===== config.mk =====
export PLATFORM = sky130hd
export DESIGN_NAME = fpu_issue_ctrl
export DESIGN_NICKNAME = d
export VERILOG_FILES = /design/src/rtl/fpu_issue_ctrl.sv
export SDC_FILE = /design/constraint.sdc
export NUM_CORES = 1
export LEC_CHECK = 0
export ABC_AREA = 1
export CAP_MARGIN = 15
export CORE_MARGIN = 10
export CORE_UTILIZATION = 41
export DETAILED_ROUTE_END_ITERATION = 10
export GPL_ROUTABILITY_DRIVEN = 0
export PLACE_DENSITY = 0.8
export SLEW_MARGIN = 20
export SYNTH_ARGS = -nofsm -noshare
export SYNTH_HDL_FRONTEND = slang
export SYNTH_SLANG_ARGS = --single-unit

===== constraint.sdc =====
create_clock -name i_clk -period 1.9 [get_ports i_clk]
set_input_delay 0.19 -clock i_clk [delete_from_list [all_inputs] [get_ports i_clk]]
set_output_delay 0.19 -clock i_clk [all_outputs]
set_load 0.005 [all_outputs]

===== src/rtl/fpu_issue_ctrl.sv =====
// EX-stage issue controller for the multi-cycle FPU: decodes FP ops, latches
// operands, runs the req/ack/done handshake and stalls until the result is captured.
module fpu_issue_ctrl #(
  parameter int unsigned TIMEOUT_CYCLES = 64,
  parameter int unsigned CNT_W          = 7
) (
  input  logic        i_clk,
  input  logic        i_rst_n,
  input  logic        i_valid,
  input  logic        i_flush,
  input  logic [4:0]  i_alu_op,
  input  logic [31:0] i_operand_a,
  input  logic [31:0] i_operand_b,
  output logic        o_stall,
  output logic        o_fpu_req,
  output logic [1:0]  o_fpu_op,
  output logic [31:0] o_fpu_a,
  output logic [31:0] o_fpu_b,
  input  logic        i_fpu_ack,
  input  logic        i_fpu_done,
  input  logic [31:0] i_fpu_data,
  output logic [31:0] o_fpu_result,
  output logic        o_result_valid,
  output logic        o_fpu_err
);

  typedef enum logic [2:0] {
    S_IDLE,
    S_REQ,
    S_WAIT,
    S_DONE,
    S_DRAIN
  } state_e;

  state_e            state_q, state_d;
  logic [CNT_W-1:0]  cnt_q, cnt_d, cnt_inc;
  logic [1:0]        op_q, op_d;
  logic [31:0]       a_q, a_d, b_q, b_d;
  logic [31:0]       result_q, result_d;
  logic              err_q, err_d;
  logic              fp_hit, tmo, busy;

  always_comb begin
    state_d  = state_q;
    cnt_d    = cnt_q;
    op_d     = op_q;
    a_d      = a_q;
    b_d      = b_q;
    result_d = result_q;
    err_d    = 1'b0;

    fp_hit  = i_valid & ~i_flush & (i_alu_op inside {[5'b01010:5'b01101]});
    cnt_inc = cnt_q + CNT_W'(1);
    tmo     = (TIMEOUT_CYCLES != 0) && (cnt_inc == CNT_W'(TIMEOUT_CYCLES));
    busy    = (state_q == S_REQ) || (state_q == S_WAIT);

    case (state_q)
      S_IDLE: begin
        if (fp_hit) begin
          a_d     = i_operand_a;
          b_d     = i_operand_b;
          // 01010..01101 map to 0..3 by flipping bit 1 of the low pair
          op_d    = i_alu_op[1:0] ^ 2'b10;
          cnt_d   = '0;
          state_d = S_REQ;
        end
      end
      S_REQ: begin
        cnt_d = cnt_inc;
        if (i_flush) begin
          state_d = (i_fpu_ack && !i_fpu_done) ? S_DRAIN : S_IDLE;
        end else if (i_fpu_ack && i_fpu_done) begin
          result_d = i_fpu_data;
          state_d  = S_DONE;
        end else if (i_fpu_ack) begin
          state_d = S_WAIT;
        end
      end
      S_WAIT: begin
        cnt_d = cnt_inc;
        if (i_fpu_done) begin
          if (i_flush) begin
            state_d = S_IDLE;
          end else begin
            result_d = i_fpu_data;
            state_d  = S_DONE;
          end
        end else if (i_flush) begin
          state_d = S_DRAIN;
        end
      end
      S_DONE: state_d = S_IDLE;
      S_DRAIN: begin
        cnt_d = cnt_inc;
        if (i_fpu_done || tmo) state_d = S_IDLE;
      end
      default: state_d = S_IDLE;
    endcase

    // Timeout only forces completion when the transaction would otherwise stay open
    if (busy && tmo && ((state_d == S_REQ) || (state_d == S_WAIT))) begin
      result_d = '0;
      err_d    = 1'b1;
      state_d  = S_DONE;
    end
  end

  always_ff @(posedge i_clk or negedge i_rst_n) begin
    if (!i_rst_n) begin
      state_q  <= S_IDLE;
      cnt_q    <= '0;
      op_q     <= '0;
      a_q      <= '0;
      b_q      <= '0;
      result_q <= '0;
      err_q    <= 1'b0;
    end else begin
      state_q  <= state_d;
      cnt_q    <= cnt_d;
      op_q     <= op_d;
      a_q      <= a_d;
      b_q      <= b_d;
      result_q <= result_d;
      err_q    <= err_d;
    end
  end

  assign o_stall        = (((state_q == S_IDLE) || (state_q == S_DRAIN)) && fp_hit) || busy;
  assign o_fpu_req      = (state_q == S_REQ);
  assign o_fpu_op       = op_q;
  assign o_fpu_a        = a_q;
  assign o_fpu_b        = b_q;
  assign o_fpu_result   = result_q;
  assign o_result_valid = (state_q == S_DONE);
  assign o_fpu_err      = (state_q == S_DONE) && err_q;

endmodule


==> summary.txt <==
Pwr
  • P per Cell Area: between 900 and 1000 nW/um2
  • Lkg Pwr: 3.31 nW
  • VDD IR max: between 0.5 and 0.6 mV

Floorplan
  • Placeable Area: 10700 um2
  • Num ports: between 200 and 250
  • Die H: roughly 120 um
  • Die outline width: 124 um
  • Die area: around 15000 um2
  • Initial Util: between 40 and 50%
  • Num rows: 38

CTS
  • CTS tree: built
  • Longest Clk Path Bufs: 2
  • Total CTS buffers: 9
  • Clk_lat worst skew: 370 ps
  • H-tree depth: 3
  • Clock transition at the registers of the reported paths: about 100 ps
  • Clock sinks: approximately 110
  • Clk root buf: clkbuf_8

Drt
  • Routed Antenna Nets: 0
  • Drt wl/cell: approximately 18 um
  • Vias per cell: approximately 5
  • Initial DRT Pass Iterations: 4
  • Initial detailed-routing violation count: around 180
  • Routed WL: 13600 um
  • Via count: approximately 3700
  • # DRC: 0

Logic synthesis
  • Mean Syn Cell Area: about 12 um2
  • Yosys top cell area share: roughly three fifths
  • Synth Net Count: 490
  • Post-synthesis cell count: around 380
  • Yosys cell types: 24
  • Register area share after synthesis: around 60%
  • Yosys reg bits: roughly 110
  • Area of the mapped netlist: 4470 um2
  • Ranking of synthesized cells by area: dfrtp_1 (61%), mux2_2 (15%), nand3_1 (8.1%), nand2_1 (5.5%), mux2_1 (1.8%)
  • Cell accounting for the most synthesized area: dfrtp_1
  • Synth warnings: 0

STA
  • Worst-margin pin slew: roughly 430 ps
  • Fin crit share: between 90% and 100%
  • FMAX: ~560 MHz
  • Endpoints failing setup: 0
  • Min Tclk post-route: 1800 ps
  • Setup TNS: 0 ps
  • Final hold vios: 0
  • Number of max-slew violations in the final report: 0
  • Rel. slew slack: 71.2%
  • Clock skew: ~8.6 ps
  • WHS: about 320 ps

Critical path
  • Crit path max fanout: 33
  • Critical Path AT: 2060 ps
  • Startpoint Class: register
  • CP Capture Type: register
  • WP data required: 2160 ps
  • CP Class: reg2reg

Place
  • I/O Buffers: approximately 210
  • HPWL Detailed: between 10000 and 15000 um

Final layout
  • Multi-input logic area: 1610 um2
  • N_diodes: 0
  • Area grow syn2layout: 60.3%
  • Layout cells sized above 1: between 15 and 20%
  • Most frequent cells in the layout: clkdlybuf4s50_1 (205), dfrtp_1 (108), nand3_1 (69)
  • Fill cell count: 836
  • # nets final: between 700 and 800
  • Most common cell after layout, fill and taps aside: clkdlybuf4s50_1
  • Sequential cell area: 2730 um2

Global route
  • First-pass GRT wire length: 21800 um
  • Grt total ovfl: 0
  • Global Route Usage Sum: 17.1%
  • Vias in the first global route: ~4000
  • Initial antenna violation count: 0
  • Largest net degree at the start of global routing: 34

Outcome
  • Outcome: finished, final reports clean

Min path
  • Hold Path Class: in2async

Flow run
  • Max cap viols: 0
-- sequential cells by signal, indices dropped and copies added (netlist names) --
| register | cells |
|---|---|
| o_fpu_a | 32 |
| o_fpu_b | 32 |
| o_fpu_result | 32 |
| cnt_q | 7 |
| state_q | 3 |
| o_fpu_op | 2 |
| err_q | 1 |
-- timing repair --
action	in CTS	in global routing
pin swaps	2	3
resized for setup	3	10
hold endpoints to repair	29	0
hold buffers	1	0
setup endpoints to repair	2	34
cloned	0	0
buffers inserted	2	2
-- final timing paths --
check | start | endpoint | slack (ps) | cells past startpoint
max | cnt_q[1] | o_fpu_result[17] | 100 | 11
min reg2reg | o_fpu_a[29] | o_fpu_a[29] | 500 | 1
min | i_rst_n | o_fpu_result[5] | 320 | 2
max in group asynchronous | i_rst_n | o_fpu_result[12] | 920 | 3
max reg2reg | cnt_q[1] | o_fpu_result[17] | 100 | 11
min in group i_clk | i_fpu_data[22] | o_fpu_result[22] | 370 | 3
-- layer usage --
layer	part of all wire, %	global-route usage, %	vias up
met1	39	19.1	1827
met2	53	29.7	147
li1	-	-	1745
met3	6.9	5.66	18
met5	0	0	-
met4	1.9	6.31	0
-- cell type report --
class | instances | share of cell area [%]
Sequential cell | 109 | 38.1
Timing Repair Buffer | 233 | 33.1
Multi-Input combinational cell | 238 | 22.5
Tap cell | 140 | 2.45
Clock buffer | 11 | 2.11
Clock inverter | 5 | 0.909
Inverter | 16 | 0.839
-- power by group --
part           internal [mW]  total [mW]  switching, mW
clock network          0.696        1.50          0.801
registers               2.89        3.24          0.350
logic                   1.51        2.28          0.774
-- through the flow --
step	worst slack [ps]	std cells	total power, mW	instance area [um2]	util, %
final	98.4	752	7.01	7160	66.6
after detailed placement	-76.8	731	5.51	6850	63.8
after global placement	-56.9	731	5.42	6850	63.8
after global routing	-0.303	752	7.41	7160	66.6
after CTS	9.50	750	7.03	7100	66.1
after floorplan	258	382	3.90	4470	-
-- synthesized netlist by cell type (all sizes together) --
library cell / count
inv: 16
nand2: 69
ha: 1
nor2: 9
nand4: 3
a21oi: 2
dfrtp: 109
nor3: 2
mux2: 65
o22ai: 3
clkbuf: 6
o21ai: 10
nor3b: 1
buf: 13
nand3: 73
-- worst max-delay path, stage by stage, from the launching register on --
cell and delay [ps]:
dfrtp_1 440, ha_4 190, nand3_4 90, nor2_2 130, nand2_1 50, nand2_1 80, nand2_1 80, nor3_2 220
nand2_4 80, buf_12 170, nand3_1 90, nand2_1 60
-- cells by family (layout without fill, tap and decap cells) --
group / count (synthesis) / in the layout / synth area share (%)
buf+inv: 35 / 265 / 4.00
fa+ha+maj: 1 / 1 / 0.280
compound gates: 15 / 15 / 1.76
mux: 65 / 65 / 16.4
simple gates: 157 / 157 / 16.5
flops: 109 / 109 / 61.0
(Power assumes the default switching activity.)
